## src/rtl/iomem_dma.sv

```systemverilog
// iomem_dma: word-copy bus initiator for the PicoSoC iomem valid/ready bus.
// Optional per-transaction m_ready timeout is built when IOMEM_DMA_TIMEOUT_EN is defined.
module iomem_dma #(
  parameter int LEN_WIDTH      = 16,
  parameter int TIMEOUT_CYCLES = 1024
) (
  input  logic                 clk,
  input  logic                 resetn,
  input  logic                 cfg_start,
  input  logic [31:0]          cfg_src,
  input  logic [31:0]          cfg_dst,
  input  logic [LEN_WIDTH-1:0] cfg_len,
  output logic                 busy,
  output logic                 done,
  output logic                 err,
  output logic                 m_valid,
  input  logic                 m_ready,
  output logic [3:0]           m_wstrb,
  output logic [31:0]          m_addr,
  output logic [31:0]          m_wdata,
  input  logic [31:0]          m_rdata,
  output logic [2:0]           dbg_state_o
);

  localparam logic [2:0] S_IDLE   = 3'd0;
  localparam logic [2:0] S_RD     = 3'd1;
  localparam logic [2:0] S_RD_GAP = 3'd2;
  localparam logic [2:0] S_WR     = 3'd3;
  localparam logic [2:0] S_WR_GAP = 3'd4;
  localparam logic [2:0] S_FIN    = 3'd5;

  logic [2:0]           state_q, state_d;
  logic [29:0]          src_q, src_d;
  logic [29:0]          dst_q, dst_d;
  logic [LEN_WIDTH-1:0] len_q, len_d;
  logic [31:0]          data_q, data_d;
  logic                 err_q, err_d;
  logic                 unused_bits;

`ifdef IOMEM_DMA_TIMEOUT_EN
  localparam int TO_W = $clog2(TIMEOUT_CYCLES + 1);
  logic [TO_W-1:0] to_cnt_q, to_cnt_d;
  logic            to_expired;

  // Counts waiting cycles of the current request; zero whenever no request is pending.
  assign to_cnt_d   = (m_valid && !m_ready) ? to_cnt_q + TO_W'(1) : '0;
  assign to_expired = (to_cnt_q == TO_W'(TIMEOUT_CYCLES - 1));

  always_ff @(posedge clk) begin
    if (!resetn) to_cnt_q <= '0;
    else         to_cnt_q <= to_cnt_d;
  end

  assign unused_bits = ^{cfg_src[1:0], cfg_dst[1:0]};
`else
  assign unused_bits = ^{cfg_src[1:0], cfg_dst[1:0], TIMEOUT_CYCLES != 0};
`endif

  // Bus handshake: a request (m_valid plus address/strobe/data) is held unchanged
  // until m_ready is sampled high at a clk edge; that edge completes it. Every
  // request is followed by one idle cycle, so a held-high m_ready acks only once.
  always_comb begin
    state_d = state_q;
    src_d   = src_q;
    dst_d   = dst_q;
    len_d   = len_q;
    data_d  = data_q;
    err_d   = err_q;
    case (state_q)
      S_IDLE: begin
        if (cfg_start) begin
          src_d   = cfg_src[31:2];
          dst_d   = cfg_dst[31:2];
          len_d   = cfg_len;
          err_d   = 1'b0;
          state_d = (cfg_len == '0) ? S_FIN : S_RD;
        end
      end
      S_RD: begin
        if (m_ready) begin
          data_d  = m_rdata;
          state_d = S_RD_GAP;
        end
`ifdef IOMEM_DMA_TIMEOUT_EN
        else if (to_expired) begin
          err_d   = 1'b1;
          state_d = S_FIN;
        end
`endif
      end
      S_RD_GAP: state_d = S_WR;
      S_WR: begin
        if (m_ready) begin
          src_d   = src_q + 30'd1;
          dst_d   = dst_q + 30'd1;
          len_d   = len_q - LEN_WIDTH'(1);
          state_d = S_WR_GAP;
        end
`ifdef IOMEM_DMA_TIMEOUT_EN
        else if (to_expired) begin
          err_d   = 1'b1;
          state_d = S_FIN;
        end
`endif
      end
      S_WR_GAP: state_d = (len_q == '0) ? S_FIN : S_RD;
      S_FIN:    state_d = S_IDLE;
      default:  state_d = S_IDLE;
    endcase
  end

  always_ff @(posedge clk) begin
    if (!resetn) begin
      state_q <= S_IDLE;
      src_q   <= '0;
      dst_q   <= '0;
      len_q   <= '0;
      data_q  <= '0;
      err_q   <= 1'b0;
    end else begin
      state_q <= state_d;
      src_q   <= src_d;
      dst_q   <= dst_d;
      len_q   <= len_d;
      data_q  <= data_d;
      err_q   <= err_d;
    end
  end

  assign busy        = (state_q != S_IDLE) && (state_q != S_FIN);
  assign done        = (state_q == S_FIN);
  assign err         = err_q;
  assign m_valid     = (state_q == S_RD) || (state_q == S_WR);
  assign m_wstrb     = (state_q == S_WR) ? 4'hF : 4'h0;
  assign m_addr      = (state_q == S_RD) ? {src_q, 2'b00} :
                       (state_q == S_WR) ? {dst_q, 2'b00} : 32'h0;
  assign m_wdata     = (state_q == S_WR) ? data_q : 32'h0;
  assign dbg_state_o = state_q;

endmodule

```

## config.mk

```make
export PLATFORM = sky130hd
export DESIGN_NAME = iomem_dma
export DESIGN_NICKNAME = d
export VERILOG_FILES = /design/src/rtl/iomem_dma.sv
export SDC_FILE = /design/constraint.sdc
export NUM_CORES = 1
export LEC_CHECK = 0
export ABC_AREA = 1
export BUFFER_PORTS_ARGS = -buffer_cell sky130_fd_sc_hd__buf_2
export CORE_ASPECT_RATIO = 1.75
export CORE_MARGIN = 5
export CORE_UTILIZATION = 54
export CTS_CLUSTER_SIZE = 20
export DETAILED_ROUTE_END_ITERATION = 12
export GPL_TIMING_DRIVEN = 0
export PLACE_DENSITY = 0.89
export SETUP_SLACK_MARGIN = 0.05
export SLEW_MARGIN = 30
export SYNTH_ARGS = -nofsm -noshare
export SYNTH_HDL_FRONTEND = slang
export SYNTH_SLANG_ARGS = --single-unit
```

## constraint.sdc

```tcl
create_clock -name clk -period 2.2 [get_ports clk]
set_clock_uncertainty 0.05 [all_clocks]
set_input_delay 0.44 -clock clk [delete_from_list [all_inputs] [get_ports clk]]
set_output_delay 0.44 -clock clk [all_outputs]
set_load 0.02 [all_outputs]
```

==> results.md <==
* Yosys top cell by area: dfxtp_1
* WS Path Type: register to primary output
* R2r worst-path depth at 9
* Via density at 6.03
* Final Critical Period at about 2300 ps
* Endpoints failing setup at 35
* Synth top area cells: dfxtp_1, nand2_1, nor2_1, a21oi_1, inv_1
* Synth Register Bits at between 100 and 150
* Post-synth EDFFs at 0
* Relative slew slack at 49.6%
* Reg2reg start: src_q[0]
* Tightest Hold Check Type: input port to register
* Io pins at roughly 190
* Area Overhead vs Synth at 33.2%
* Initial core utilization at a little over half
* DP Wirelength at around 22000 µm
* Number of inserted diodes at 0
* Global route overflow at 0
* Max frequency at between 0.4 and 0.5 GHz
* RSZ-0062 raised after global routing: yes
* Power per cell area at a little under 900 nW/µm²
* CTS tree: yes
* # port buffers at 182
* Most frequent cell after synthesis: nand2_1
* WL/cell at around 19 µm
* Library cells used by synthesis at 36
* Leak Pwr at ~4 nW
* Final period utilization at 104%
* Compound-cell area share of the yosys netlist at 20.4%
* Least-Margin Pin Slew at 756 ps
* CTS Root Cell: clkbuf_16
* Max-cap violations at 0
* Worst-path cell chain: nand2_4, nor2_4, clkinv_4, buf_8, buf_6, nor2_1, buf_4
* DRT antenna net count at 0
* Largest net degree at the start of global routing at 25
* Worst path arrival time at about 1800 ps
* Worst Hold Depth at 3
* Synthesized netlist cell count at ~1200
* Clk slew on worst S/H paths at roughly 90 ps
* Clk sinks at between 100 and 150
* First-pass GRT wire length at 45100 µm
* Crit path launch: dbg_state_o[1]
* Vias in the first global route at just over 9000
* Min-delay src: cfg_src[4]
* DP Worst Slack at -146 ps
* Post-synthesis mux area share at 0%
* Async S/R FF share, synth at 0%
* Fillers at about 1100
* CTS Buf Count at 9
* Total core area at 13200 µm²
* Syn avg cell area at approximately 6 µm²
* Slowest cell on crit path: dfxtp_4
* Worst VDD drop at between 0.0005 and 0.0006 V
* Antenna violations before repair at 0
* Die footprint at roughly 16000 µm²
* Clock buffer depth at 2
* Adder-Cell Fraction of Synth Area at less than 1%
* Yosys Warn Count at 0
* Worst hold slack at ~270 ps
* DRC violations left at 0
* Total wire length at 30900 µm
* Synth top area share at between 30% and 40%
* Synth top cells by count: nand2_1, nor2_1, inv_1, dfxtp_1, a21oi_1
* Crit Path Max Fanout at 10
* Post-Syn Area at between 7000 and 8000 µm²
* Die Ht at 163 µm
* XOR/XNOR Fraction of Synth Area at 0.607%
* CP max stage delay at just under 400 ps
* Htree depth at 3
* Skew-Pair Late Insertion Delay at 380 ps
* Worst Path Required at ~1700 ps
* Initial DRC count at a little under 1000
* GRT Total Usage at 35.8%
* Max Slew Vio Count at 0
* Top FF cell, synth: dfxtp_1
* Failing checks: negative setup slack
* Share of cells above drive strength 1 at between 20% and 30%
* Final Util at a little over 70%
* Post-Synth Simple-Gate Area at a little over a third
* Routed vias at a little under 10000
* Hold Vio Cnt, Final at 0
* Final WS setup at -81.0 ps
* Nets at 1545
* Outcome: finished with violations
* CP Capture Type: primary output
* Die outline width at slightly below 100 µm
* Critical Path Start Type: register
* Pre-antenna DRT Iters at 6
* Row count at 56
* Gpl congestion at between 1 and 1.5
* Largest family of logic cells by synthesized area: simple AND/OR/NAND/NOR gates
* Sequential share of the synthesized area at 30.8%
cells in the final DEF, fill, tap and decap left out, types with 3 or more instances in the layout:
cell type / instances
nand4_1: 20
ha_1: 3
o22ai_1: 4
nor2_4: 13
nor3_1: 10
nand3b_1: 5
o21ai_1: 25
nand2_4: 3
buf_2: 145
clkbuf_1: 15
o21ai_4: 5
o21ai_2: 4
o22ai_2: 8
a21oi_1: 109
conb_1: 3
xor2_1: 4
o22ai_4: 6
dfxtp_1: 108
nand2_2: 4
a31oi_1: 17
buf_4: 71
or2_2: 7
buf_8: 8
buf_6: 33
nand2_1: 263
clkinv_8: 4
nand3_1: 80
nor2_2: 12
o211ai_1: 14
inv_2: 3
o21ai_0: 78
clkbuf_16: 9
nor2_1: 199
inv_1: 117
repair_timing:
item                       in CTS  in global routing
setup buffers                  13                 13
gates cloned                    1                  0
hold buffers                    0                  0
gates resized for setup       125                 90
setup endpoints to repair      66                 63
pin swaps                       2                  7
where the power goes:
part	internal, mW	switching (mW)	total [mW]
clock	0.837	0.944	1.78
combinational	1.29	2.47	3.77
sequential	2.46	0.500	2.96
final cells by class:
| type | instances | area [µm²] | share of cell area [%] |
|---|---|---|---|
| clock buffer | 9 | 225 | 2.35 |
| sequential | 111 | 2230 | 23.2 |
| timing repair buffer | 209 | 1380 | 14.4 |
| tap | 174 | 218 | 2.27 |
| clock inverter | 7 | 101 | 1.06 |
| multi-input combinational | 906 | 4480 | 46.7 |
| buffer | 66 | 493 | 5.13 |
| inverter | 123 | 472 | 4.91 |
flip-flops by register name, summed over array words and instances (netlist names):
name and count:
data_q 32, dst_q 30, src_q 30, len_q 16, dbg_state_o 3
kinds of logic (layout without fill, tap and decap cells):
family	Yosys count	in the layout
and+or+nand+nor	620	620
AOI/OAI and AO/OA	275	275
buffers and inverters	192	414
DFF	111	111
xor gates and xnor gates	5	5
adders and majority gates	3	3
other	1	3
layer usage:
metal  routed length, µm  GRT usage (%)  part of all wire, %  vias to the layer above
met2               14600           61.4                   47                      760
met3                3390           8.32                   11                      271
li1                    -              -                    -                     4388
met5                   0              0                    0                        -
met1                9730           35.7                   31                     4258
met4                3150           31.9                   10                        0
per-stage QoR:
step | power (mW) | cells | TNS [ps] | cell area (µm²)
after floorplan | 4.98 | 1209 | 0 | 7220
after global placement | 5.98 | 1565 | -1410 | 8350
after detailed placement | 6.04 | 1565 | -1740 | 8350
after CTS | 8.06 | 1592 | 0 | 9150
after global routing | 8.90 | 1605 | -2630 | 9600
final | 8.51 | 1605 | -875 | 9600
worst paths after layout:
check,endpoint,slack (ps)
max,m_wdata[18],-80
min,src_q[2],270
max reg2reg,src_q[16],100
min reg2reg,data_q[7],410
critical path, delay by kind of cell (launching register included):
kind / cells / cell delay, ps
and+or+nand+nor: 3 / 370
buffers and inverters: 4 / 630
DFF: 1 / 390
No activity file was read; power rests on OpenSTA's default activity.
